**src/rtl/address_mapper_pkg.sv**
```systemverilog
// Fixed-point constants shared by the pixel-to-complex-plane address mapper.
// All values are derived from the fraction width so every file agrees on them.
package address_mapper_pkg;

   localparam int COORD_W = 32;

   typedef logic signed [COORD_W-1:0] coord_t;

   // Real axis starts at -2.0 and spans 3.0 across one row.
   function automatic coord_t x_origin(input int fp);
      return coord_t'(-(2 << fp));
   endfunction

   function automatic coord_t x_step(input int fp, input int max_x);
      return coord_t'((3 << fp) / max_x);
   endfunction

   // Imaginary axis starts at +1.125 and spans 2.25 down the frame.
   function automatic coord_t y_origin(input int fp);
      return coord_t'(9 << (fp - 3));
   endfunction

   function automatic coord_t y_step(input int fp, input int max_y);
      return coord_t'((9 << (fp - 2)) / max_y);
   endfunction

endpackage

```
**src/rtl/address_mapper_axis_stepper.sv**
```systemverilog
// One scan axis: position counter plus fixed-point coordinate accumulator.
// Advances only when en is high and reloads the origin on its last position.
module axis_stepper
   import address_mapper_pkg::*;
#(
   parameter int     COUNT_MAX = 64,
   parameter coord_t ORIGIN    = '0,
   parameter coord_t STEP      = '0
) (
   input  logic   clk,
   input  logic   rst,
   input  logic   en,
   output coord_t coord,
   output logic   wrap
);

   localparam int CNT_W = (COUNT_MAX > 1) ? $clog2(COUNT_MAX) : 1;
   localparam logic [CNT_W-1:0] LAST = CNT_W'(COUNT_MAX - 1);

   logic [CNT_W-1:0] count;
   logic             at_last;

   assign at_last = (count == LAST);
   assign wrap    = en && at_last;

   // NOTE: state registers use non-blocking assignments so every flop samples pre-edge values.
   always_ff @(posedge clk) begin
      if (!rst) begin
         count <= '0;
         coord <= ORIGIN;
      end else if (en) begin
         if (at_last) begin
            count <= '0;
            coord <= ORIGIN;
         end else begin
            count <= count + 1'b1;
            coord <= coord + STEP;
         end
      end
   end

endmodule

```
**src/rtl/address_mapper.sv**
```systemverilog
// Raster-scans a MAX_X x MAX_Y frame, one pixel per clock, emitting each
// pixel's complex-plane coordinate as signed fixed point.
module address_mapper
   import address_mapper_pkg::*;
#(
   parameter int FLOAT_PRECISION = 24,
   parameter int MAX_X           = 64,
   parameter int MAX_Y           = 48
) (
   input  logic                      clk,
   input  logic                      rst,
   output logic signed [COORD_W-1:0] mapped_x,
   output logic signed [COORD_W-1:0] mapped_y
);

   localparam coord_t X_ORIGIN = x_origin(FLOAT_PRECISION);
   localparam coord_t X_STEP   = x_step(FLOAT_PRECISION, MAX_X);
   localparam coord_t Y_ORIGIN = y_origin(FLOAT_PRECISION);
   localparam coord_t Y_STEP   = y_step(FLOAT_PRECISION, MAX_Y);

   logic row_wrap;
   logic unused_frame_wrap;

   axis_stepper #(
      .COUNT_MAX (MAX_X),
      .ORIGIN    (X_ORIGIN),
      .STEP      (X_STEP)
   ) u_x_axis (
      .clk   (clk),
      .rst   (rst),
      .en    (1'b1),
      .coord (mapped_x),
      .wrap  (row_wrap)
   );

   // Rows advance downward, so the y accumulator steps by a negative amount.
   axis_stepper #(
      .COUNT_MAX (MAX_Y),
      .ORIGIN    (Y_ORIGIN),
      .STEP      (-Y_STEP)
   ) u_y_axis (
      .clk   (clk),
      .rst   (rst),
      .en    (row_wrap),
      .coord (mapped_y),
      .wrap  (unused_frame_wrap)
   );

endmodule

```
**config.mk**
```make
export PLATFORM = sky130hd
export DESIGN_NAME = address_mapper
export DESIGN_NICKNAME = d
export VERILOG_FILES = /design/src/rtl/address_mapper_pkg.sv /design/src/rtl/address_mapper_axis_stepper.sv /design/src/rtl/address_mapper.sv
export SDC_FILE = /design/constraint.sdc
export NUM_CORES = 1
export LEC_CHECK = 0
export ABC_CLOCK_PERIOD_IN_PS = 6700
export CAP_MARGIN = 20
export CORE_AREA = 5 5 74 76
export DETAILED_ROUTE_END_ITERATION = 16
export DIE_AREA = 0 0 79 81
export PLACE_DENSITY = 0.83
export RECOVER_POWER = 25
export SYNTH_ARGS = -nofsm -noshare
export SYNTH_HDL_FRONTEND = slang
export SYNTH_HIERARCHICAL = 1
export SYNTH_SLANG_ARGS = --single-unit
```
**constraint.sdc**
```tcl
create_clock -name clk -period 6.7 [get_ports clk]
set_clock_uncertainty 0.05 [all_clocks]
set_input_delay 1.34 -clock clk [delete_from_list [all_inputs] [get_ports clk]]
set_output_delay 1.34 -clock clk [all_outputs]
set_load 0.05 [all_outputs]
```
==> impl_results.md <==
* Setup crit end kind: primary output
* Crit path DAT at 1610 ps
* Hold Crit Class: flop to flop
* Clock tree buffer depth at 2
* Post-layout min period at 3000 ps
* Worst hold slack at 446 ps
* Hpwl dp at 3260 um
* Boundary pin count at 66
* Least-Margin Pin Slew at 1090 ps
* Clock transition at the registers of the reported paths at 70 ps
* Row count at 25
* Most frequent cells in the layout: dfxtp_1 (40), conb_1 (37), clkdlybuf4s50_1 (28), a21oi_1 (21), nand2_1 (19)
* Fin Setup TNS at 0 ps
* Part of the power in registers at 0.475
* Storage cell area at 801 um^2
* Residual DRC at 0
* Clk Latency, worst-skew pair at 300 ps
* Sink Count at 40
* DP Cell Count at 333
* RD Place Congestion at 0.821
* Total routed wirelength at 4540 um
* Critical path's slowest cell: clkdlybuf4s50_1
* Via density per instance at 5.54
* Multi-input gate area at 1220 um^2
* Critical Path RT at 5310 ps
* Drt pass-1 iters at 4
* Layout Nets at 292
* Maximum vdd drop at 0.0000953 V
* Power per Cell Area at 206 nW/um^2
* Initial Utilization at 0.483
* Clock group share of total power at 0.373
* Final core occ at 0.541
* # diodes at 0
* Peak Freq at 333 MHz
* Number of global-route vias before repair at 1669
* CP cell instances: clkdlybuf4s50_1
* Initial DRC Count at 107
* Largest net degree at the start of global routing at 18
* Leakage at 0.912 nW
* CP bufs+invs at 1
* Final worst-path cycle share at 0.448
* Critical path's top delay family: buffers and inverters
* Clock root cell: clkbuf_8
* CTS tree: built
* Port bufs at 29
* Total gr overflow at 0
* Cells after Synth at 263
* Comb pwr share at 0.152
* Slew Limit Fails at 0
* CP max stage delay at 860 ps
* Max-Cap Viols at 0
* Status: finished, final reports clean
* NetSw at 0.000154 W
* Cell Area, Synth at 2250 um^2
* RSZ-0062 raised after global routing: no
* Final hold vios at 0
* Hold buffer count at CTS at 0
* P&R area growth vs syn at 11.9%
* Switching Share at 0.297
* Via count at 1888
* Post-CTS Repair Setup Buffers at 0
* Initial antenna violation count at 0
* Die Span Y at 81 um
* Critical path type: flop to primary output
* Die X at 79 um
* Total CTS buffers at 5
* Syn Area/Cell at 8.57 um^2
* Highest net fanout along the worst path at 5
* DIE AREA at 6400 um^2
* Worst relative slew slack at 0.269
* Filler Cells Inserted at 440
* Internal at 0.000365 W
* Wire per inst at 13.3 um
* First-pass GRT wire length at 7510 um
* Startpoint Class: flop
* Final ANT Viol Nets at 0
* Total global-route track usage at 0.144
* Most common cell after layout, fill and taps aside: dfxtp_1
* Final setup fails at 0
* Final Instance Area at 2520 um^2
* Ys Warns at 6
* Post_cts resized at 0
* Fin cells at 341
* H-tree levels at 2
* DP Area at 2410 um^2
* Core area at 4660 um^2
* Share of post-route cells with drive strength above 1 at 0.0488
## metal layers
layer | wire (um) | vias to the layer above | global-route usage
li1 | - | 927 | -
met2 | 2150 | 61 | 0.235
met5 | 0 | - | 0
met4 | 82 | 0 | 0.0601
met3 | 290 | 9 | 0.0443
met1 | 2020 | 891 | 0.176
## final timing paths
check / from / endpoint / slack (ps) / cells past startpoint
max: u_x_axis/coord[20] / mapped_x[20] / 3700 / 1
min: u_y_axis/count[1] / u_y_axis/count[1] / 450 / 2
max reg2reg: u_x_axis/count[0] / u_y_axis/coord[28] / 3780 / 6
min reg2reg: u_y_axis/count[1] / u_y_axis/count[1] / 450 / 2
## flip-flops by register name, summed over array words and instances, names as in the netlist
| name | flops |
|---|---|
| u_x_axis/coord | 14 |
| u_y_axis/coord | 14 |
| u_x_axis/count | 6 |
| u_y_axis/count | 6 |
## through the flow
step,total power [W],setup slack [ps]
2_1_floorplan,0.000337,4480
3_3_place_gp,0.000329,3830
3_5_place_dp,0.000330,3760
4_1_cts,0.000521,3690
5_1_grt,0.000538,3560
6_report,0.000519,3700
## worst min-delay path, delay by kind of cell, from the launching register on
family / cells / cell delay (ps)
AO/OA/AOI/OAI: 1 / 50
flip-flops: 1 / 330
AND/OR/NAND/NOR: 1 / 70
## power groups by stage
stage / sequential (W) / clock, W / combinational [W]
finish: 0.000246 / 0.000194 / 0.0000788
global placement: 0.000252 / 0 / 0.0000773
detailed placement: 0.000252 / 0 / 0.0000777
global route: 0.000247 / 0.000208 / 0.0000831
CTS: 0.000246 / 0.000197 / 0.0000780
floorplan: 0.000259 / 0 / 0.0000779
## final cells by class
type	instances	share of cell area
repair buffers	29	0.115
well taps	54	0.0268
clock buffers	6	0.0288
flip-flops and latches	40	0.318
inverters	8	0.0119
clock inverters	2	0.0139
multi-input cells	202	0.486
Note: power is estimated with default switching activity, not from simulation.
